==> src/rtl/wb_surf_fanout.sv <==
// Wishbone fan-out from one master to NCHAN slaves with decode, disabled-channel, master-abort and optional WB_SURF_FANOUT_TIMEOUT_EN timeout.
// Latency: request to slave strobe 1 cycle, slave ack/err to master ack/err 1 cycle, decode/disabled error 1 cycle.
// Backpressure: master holds stb until ack/err; slave wait is unbounded unless WB_SURF_FANOUT_TIMEOUT_EN is defined.
module wb_surf_fanout #(
    parameter int NCHAN      = 8,
    parameter int ADDR_WIDTH = 12,
    parameter int DATA_WIDTH = 32,
    parameter int SEL_LSB    = 6,
    parameter int SEL_BITS   = 3,
    parameter int TIMEOUT    = 255
) (
    input  logic                             wb_clk_i,
    input  logic                             wb_rst_i,
    input  logic                             wb_cyc_i,
    input  logic                             wb_stb_i,
    input  logic                             wb_we_i,
    input  logic [ADDR_WIDTH-1:0]            wb_adr_i,
    input  logic [DATA_WIDTH-1:0]            wb_dat_i,
    input  logic [DATA_WIDTH/8-1:0]          wb_sel_i,
    output logic                             wb_ack_o,
    output logic                             wb_err_o,
    output logic                             wb_rty_o,
    output logic [DATA_WIDTH-1:0]            wb_dat_o,
    input  logic [NCHAN-1:0]                 chan_en_i,
    output logic [NCHAN-1:0]                 m_cyc_o,
    output logic [NCHAN-1:0]                 m_stb_o,
    output logic [NCHAN-1:0]                 m_we_o,
    output logic [NCHAN*ADDR_WIDTH-1:0]      m_adr_o,
    output logic [NCHAN*DATA_WIDTH-1:0]      m_dat_o,
    output logic [NCHAN*DATA_WIDTH/8-1:0]    m_sel_o,
    input  logic [NCHAN-1:0]                 m_ack_i,
    input  logic [NCHAN-1:0]                 m_err_i,
    input  logic [NCHAN*DATA_WIDTH-1:0]      m_dat_i,
    output logic [15:0]                      timeout_cnt_o,
    output logic [3:0]                       last_err_chan_o
);

    if (NCHAN < 1 || NCHAN > 16 || SEL_BITS < 1 || TIMEOUT < 1 || TIMEOUT > 255 ||
        (DATA_WIDTH % 8) != 0 || SEL_LSB + SEL_BITS > ADDR_WIDTH) begin : g_param_err
        $error("wb_surf_fanout: parameter out of range");
    end

    typedef enum logic [1:0] {IDLE, FWD, RESP} state_t;

    state_t                    state_q, state_d;
    logic [SEL_BITS-1:0]       req_k, k_q;
    logic [ADDR_WIDTH-1:0]     adr_q;
    logic [DATA_WIDTH-1:0]     dat_q, rdat_q, k_dat;
    logic [DATA_WIDTH/8-1:0]   sel_q;
    logic                      we_q;
    logic [NCHAN-1:0]          stb_q, req_onehot;
    logic                      req_vld, req_ok, k_ack, k_err;
    logic                      go_ack, go_err, timeout_hit;
    logic                      ack_q, err_q;
    logic [3:0]                last_err_q;

    assign req_vld = wb_cyc_i & wb_stb_i;
    assign req_k   = wb_adr_i[SEL_LSB +: SEL_BITS];

    // Index decode by loop so out-of-range select values simply match nothing.
    always_comb begin
        req_ok     = 1'b0;
        req_onehot = '0;
        k_ack      = 1'b0;
        k_err      = 1'b0;
        k_dat      = '0;
        for (int i = 0; i < NCHAN; i++) begin
            if (int'(req_k) == i) begin
                req_onehot[i] = 1'b1;
                req_ok        = chan_en_i[i];
            end
            if (int'(k_q) == i) begin
                k_ack = m_ack_i[i];
                k_err = m_err_i[i];
                k_dat = m_dat_i[i*DATA_WIDTH +: DATA_WIDTH];
            end
        end
    end

    always_ff @(posedge wb_clk_i or negedge wb_rst_i) begin
        if (!wb_rst_i) state_q <= IDLE;
        else           state_q <= state_d;
    end

    always_comb begin
        state_d = state_q;
        go_ack  = 1'b0;
        go_err  = 1'b0;
        case (state_q)
            IDLE: begin
                if (req_vld) begin
                    if (req_ok) begin
                        state_d = FWD;
                    end else begin
                        state_d = RESP;
                        go_err  = 1'b1;
                    end
                end
            end
            FWD: begin
                if (!wb_cyc_i) begin
                    state_d = IDLE;
                end else if (k_err) begin
                    state_d = RESP;
                    go_err  = 1'b1;
                end else if (k_ack) begin
                    state_d = RESP;
                    go_ack  = 1'b1;
                end else if (timeout_hit) begin
                    state_d = RESP;
                    go_err  = 1'b1;
                end
            end
            default: state_d = IDLE;
        endcase
    end

    always_ff @(posedge wb_clk_i or negedge wb_rst_i) begin
        if (!wb_rst_i) begin
            k_q        <= '0;
            adr_q      <= '0;
            dat_q      <= '0;
            sel_q      <= '0;
            we_q       <= 1'b0;
            stb_q      <= '0;
            ack_q      <= 1'b0;
            err_q      <= 1'b0;
            rdat_q     <= '0;
            last_err_q <= '0;
        end else begin
            if (state_q == IDLE && req_vld) begin
                k_q   <= req_k;
                adr_q <= wb_adr_i;
                dat_q <= wb_dat_i;
                sel_q <= wb_sel_i;
                we_q  <= wb_we_i;
            end
            stb_q <= (state_d == FWD) ? ((state_q == IDLE) ? req_onehot : stb_q) : '0;
            ack_q <= go_ack;
            err_q <= go_err;
            if (go_ack)      rdat_q <= k_dat;
            else if (go_err) rdat_q <= '0;
            if (go_err) last_err_q <= (state_q == IDLE) ? 4'(req_k) : 4'(k_q);
        end
    end

`ifdef WB_SURF_FANOUT_TIMEOUT_EN
    logic [7:0]  wait_q;
    logic [15:0] to_cnt_q;
    logic        to_fire;

    // Wait count is 0 in the first FWD cycle, so expiry lands after TIMEOUT FWD cycles.
    assign timeout_hit = (state_q == FWD) && (wait_q == 8'(TIMEOUT - 1));
    assign to_fire     = timeout_hit & wb_cyc_i & ~k_ack & ~k_err;

    always_ff @(posedge wb_clk_i or negedge wb_rst_i) begin
        if (!wb_rst_i) begin
            wait_q   <= '0;
            to_cnt_q <= '0;
        end else begin
            wait_q <= (state_q == FWD) ? wait_q + 8'd1 : 8'd0;
            if (to_fire && to_cnt_q != 16'hFFFF) to_cnt_q <= to_cnt_q + 16'd1;
        end
    end

    assign timeout_cnt_o = to_cnt_q;
`else
    assign timeout_hit   = 1'b0;
    assign timeout_cnt_o = '0;
`endif

    assign wb_ack_o        = ack_q;
    assign wb_err_o        = err_q;
    assign wb_rty_o        = 1'b0;
    assign wb_dat_o        = rdat_q;
    assign last_err_chan_o = last_err_q;

    assign m_cyc_o = stb_q;
    assign m_stb_o = stb_q;
    assign m_we_o  = {NCHAN{we_q}};
    assign m_adr_o = {NCHAN{adr_q}};
    assign m_dat_o = {NCHAN{dat_q}};
    assign m_sel_o = {NCHAN{sel_q}};

endmodule
==> config.mk <==
export PLATFORM = sky130hd
export DESIGN_NAME = wb_surf_fanout
export DESIGN_NICKNAME = d
export VERILOG_FILES = /design/src/rtl/wb_surf_fanout.sv
export SDC_FILE = /design/constraint.sdc
export NUM_CORES = 1
export LEC_CHECK = 0
export BUFFER_PORTS_ARGS = -buffer_cell sky130_fd_sc_hd__buf_4
export CAP_MARGIN = 20
export CORE_AREA = 10 10 299 301
export CTS_CLUSTER_DIAMETER = 120
export DETAILED_ROUTE_END_ITERATION = 16
export DIE_AREA = 0 0 309 311
export HOLD_SLACK_MARGIN = 0.08
export SETUP_SLACK_MARGIN = 0.1
export SLEW_MARGIN = 20
export SYNTH_ARGS = -nofsm -noshare
export SYNTH_HDL_FRONTEND = slang
export SYNTH_SLANG_ARGS = --single-unit
export TNS_END_PERCENT = 5
==> constraint.sdc <==
create_clock -name wb_clk_i -period 2.09 [get_ports wb_clk_i]
set_input_delay 0.1045 -clock wb_clk_i [delete_from_list [all_inputs] [get_ports wb_clk_i]]
set_output_delay 0.1045 -clock wb_clk_i [all_outputs]
set_load 0.005 [all_outputs]
==> flow_metrics.env <==
export IMPL_ys_warn_count=0
export IMPL_ant_nets=0
export IMPL_initial_utilization_pct=10.6
export IMPL_cts_root_buffer="clkbuf_16"
export IMPL_cts_sinks=96
export IMPL_synth_distinct_cells=54
export IMPL_async_flop_share_pct=100
export IMPL_cp_required_ns=2.36
export IMPL_dp_hpwl_um=45100
export IMPL_grt_pass1_wl_um=71800
export IMPL_fp_dieH_um=311
export IMPL_clkPwrFrac_pct=12.6
export IMPL_design_core_area_mm2=0.0833
export IMPL_path_max_fanout=13
export IMPL_grt_remaining_overflow=0
export IMPL_synth_area_leaders="buf_4, dfrtp_1, mux2_2, mux2i_1, a22o_1"
export IMPL_max_freq_ghz=0.472
export IMPL_wirelength_um=53300
export IMPL_tightest_slew_ns=0.840
export IMPL_antenna_found_initial=9
export IMPL_hold_viol_final=0
export IMPL_cp_endpoint="wb_dat_o[16]"
export IMPL_cts_buffer_depth=2
export IMPL_port_buffers=777
export IMPL_r2r_start="adr_q[8]"
export IMPL_startpoint="adr_q[8]"
export IMPL_rr_endpoint="wb_dat_o[16]"
export IMPL_final_setup_viol_count=3
export IMPL_finalNetCount=1828
export IMPL_drive_gt1_share_pct=62.9
export IMPL_grt_max_degree=97
export IMPL_p_seq_share_pct=23.5
export IMPL_p_leak_nw=7.24
export IMPL_n_fill_cell=9264
export IMPL_yosysTopAreaCell="buf_4"
export IMPL_p_switching_mw=6.16
export IMPL_post_route_min_period_ns=2.12
export IMPL_cpMaxStageDelayCell="dfrtp_2"
export IMPL_synth_edf_count=0
export IMPL_syn_area_mm2=0.00886
export IMPL_cap_violations=0
export IMPL_first_global_vias=9621
export IMPL_place_ws_ns=-0.372
export IMPL_final_common_cell="buf_4"
export IMPL_wl_per_cell_um=20.6
export IMPL_p_sw_share_pct=41.8
export IMPL_rows=106
export IMPL_h_tree_depth=3
export IMPL_die_width_um=309
export IMPL_crit_path_end_kind="flop"
export IMPL_fin_crit_sh_pct=101
export IMPL_synth_ff_type="dfrtp_1"
export IMPL_outcome="finished with violations"
export IMPL_layout_setup_ws_ns=-0.0305
export IMPL_die_area_mm2=0.0961
export IMPL_yosysTopAreaCellShare_pct=31.5
export IMPL_crit_type="flop to flop"
export IMPL_rsz0062_at_grt="true"
export IMPL_cts_buffers=9
export IMPL_gp_congestion=0.796
export IMPL_min_path_type="input port to flop"
export IMPL_track_usage_pct=10.4
export IMPL_ys_ff_latch=96
export IMPL_final_cell_mix="buf_4, dlygate4sd3_1, dfrtp_1"
export IMPL_num_io_pins=796
export IMPL_intPower_mw=8.59
export IMPL_synth_area_per_cell_um2=9.16
export IMPL_vias_per_cell=3.45
export IMPL_area_delta_synth_final_pct=69.2
export IMPL_cts_tree="built"
export IMPL_first_pass_iters=5
export IMPL_slowest_delay_ns=0.43
export IMPL_num_vias=8900
export IMPL_drt_iter0_drc=409
export IMPL_postSynthCellCount=967
export IMPL_drv_slew=0
export IMPL_skew_ns=0.0238
export IMPL_clk_latency_ns=0.40
export IMPL_setup_tns_final_ns=-0.0423
export IMPL_slew_headroom_pct=43.5
export IMPL_failed_checks="setup timing"
export IMPL_pwr_density_cell_mw_per_mm2=984
export IMPL_start_kind="flop"
export IMPL_combPwrFrac_pct=63.9
export IMPL_max_vdd_ir_drop_v=0.000510
export IMPL_drc=0
export IMPL_crit_chain="buf_12 > nor2b_4 > buf_12 > buf_4 > buf_12 > a22o_1 > nand2_1 > o221ai_1 > a22o_1 > a22o_1"
export IMPL_reg2regPathDepth=10
export IMPL_clk_pin_slew_ns=0.08
export IMPL_ys_seq_area_share_pct=27.1
export IMPL_rrSetupSlack_ns=-0.03
export IMPL_worstPathArrival_ns=2.39
export IMPL_holdPathStages=3
[sequential cells by signal, indices dropped and copies added (netlist names)]
signal           cells
adr_q               10
dat_q               32
k_q                  2
last_err_chan_o      3
m_cyc_o              8
sel_q                4
state_q              2
wb_ack_o             1
wb_dat_o            32
wb_err_o             1
we_q                 1
[stage by stage]
step | utilization, % | hold slack (ns) | instances | cell area [um2] | total power, mW
after detailed placement | 16.3 | 0.189 | 2456 | 13600 | 12.8
after global routing | 18.0 | 0.114 | 2580 | 15000 | 15.8
after CTS | 18.0 | 0.0807 | 2580 | 15000 | 15.1
final | 18.0 | 0.122 | 2581 | 15000 | 14.8
after global placement | 16.3 | 0.185 | 2456 | 13600 | 12.8
after floorplan | - | -0.191 | 984 | 8920 | 8.99
[cells by family (layout without fill, tap and decap cells)]
| logic type | Yosys count | in the layout | share of synthesized area, % |
|---|---|---|---|
| AND/OR/NAND/NOR | 139 | 139 | 7.94 |
| other | 1 | 19 | 0.0423 |
| multiplexers | 86 | 86 | 10.4 |
| AO/OA/AOI/OAI | 212 | 212 | 19.0 |
| flip-flops | 96 | 96 | 27.1 |
| buffers and inverters | 433 | 949 | 35.5 |
[power groups by stage]
stage / logic [mW] / clock network (mW) / registers, mW
2_1_floorplan: 5.95 / 0 / 3.05
3_3_place_gp: 9.26 / 0 / 3.50
3_5_place_dp: 9.28 / 0 / 3.53
4_1_cts: 9.64 / 2.02 / 3.48
5_1_grt: 10.2 / 2.07 / 3.58
6_report: 9.42 / 1.86 / 3.46
[worst max-delay path, delay by kind of cell, from the launching register on]
family | cells | cell delay (ns)
AO/OA/AOI/OAI | 4 | 0.79
buffers and inverters | 4 | 0.57
flip-flops | 1 | 0.43
AND/OR/NAND/NOR | 2 | 0.21
[worst min path at each step]
stage	start	to	slack, ns
finish	wb_adr_i[8]	adr_q[8]	0.12
global route	m_dat_i[209]	wb_dat_o[17]	0.11
CTS	m_dat_i[175]	wb_dat_o[15]	0.08
detailed placement	wb_rst_i	dat_q[31]	0.19
global placement	wb_rst_i	dat_q[31]	0.18
floorplan	wb_rst_i	adr_q[0]	-0.19
[timing repair]
action,CTS,global route
hold buffers,98,0
gates resized for setup,14,1
pin swaps,11,0
setup buffers,10,0
setup endpoints to repair,42,46
endpoints found under the hold margin,170,0
[cell usage after synthesis, drive strengths merged, types with 9 or more instances]
library cell / number
buf: 407
nor2b: 9
nor2: 58
mux2: 49
o21ai: 17
a22o: 33
mux2i: 37
or3: 11
a21oi: 36
a22oi: 29
a222oi: 16
dfrtp: 96
o221ai: 11
clkbuf: 22
or2: 18
a21o: 22
o2bb2ai: 16
nand2: 22
[routing by layer]
layer	GRT usage [%]	vias to the layer above	share of wire [%]	routed length [um]
li1	-	4053	-	-
met1	11.4	4219	38	20300
met2	18.3	545	50	26400
met3	3.45	73	9.8	5230
met4	3.74	10	2.5	1350
met5	0	-	0.11	57
[area by class of cell]
class	instances	area, um2	area share (%)
timing repair buffer	929	7460	49.8
multi-input combinational	455	3440	22.9
sequential	96	2410	16.1
tap	1080	1350	9.02
clock buffer	9	225	1.50
clock inverter	7	75.1	0.501
inverter	4	20.0	0.134
antenna	1	2.50	0.0167
Note: power is estimated with default switching activity, not from simulation.
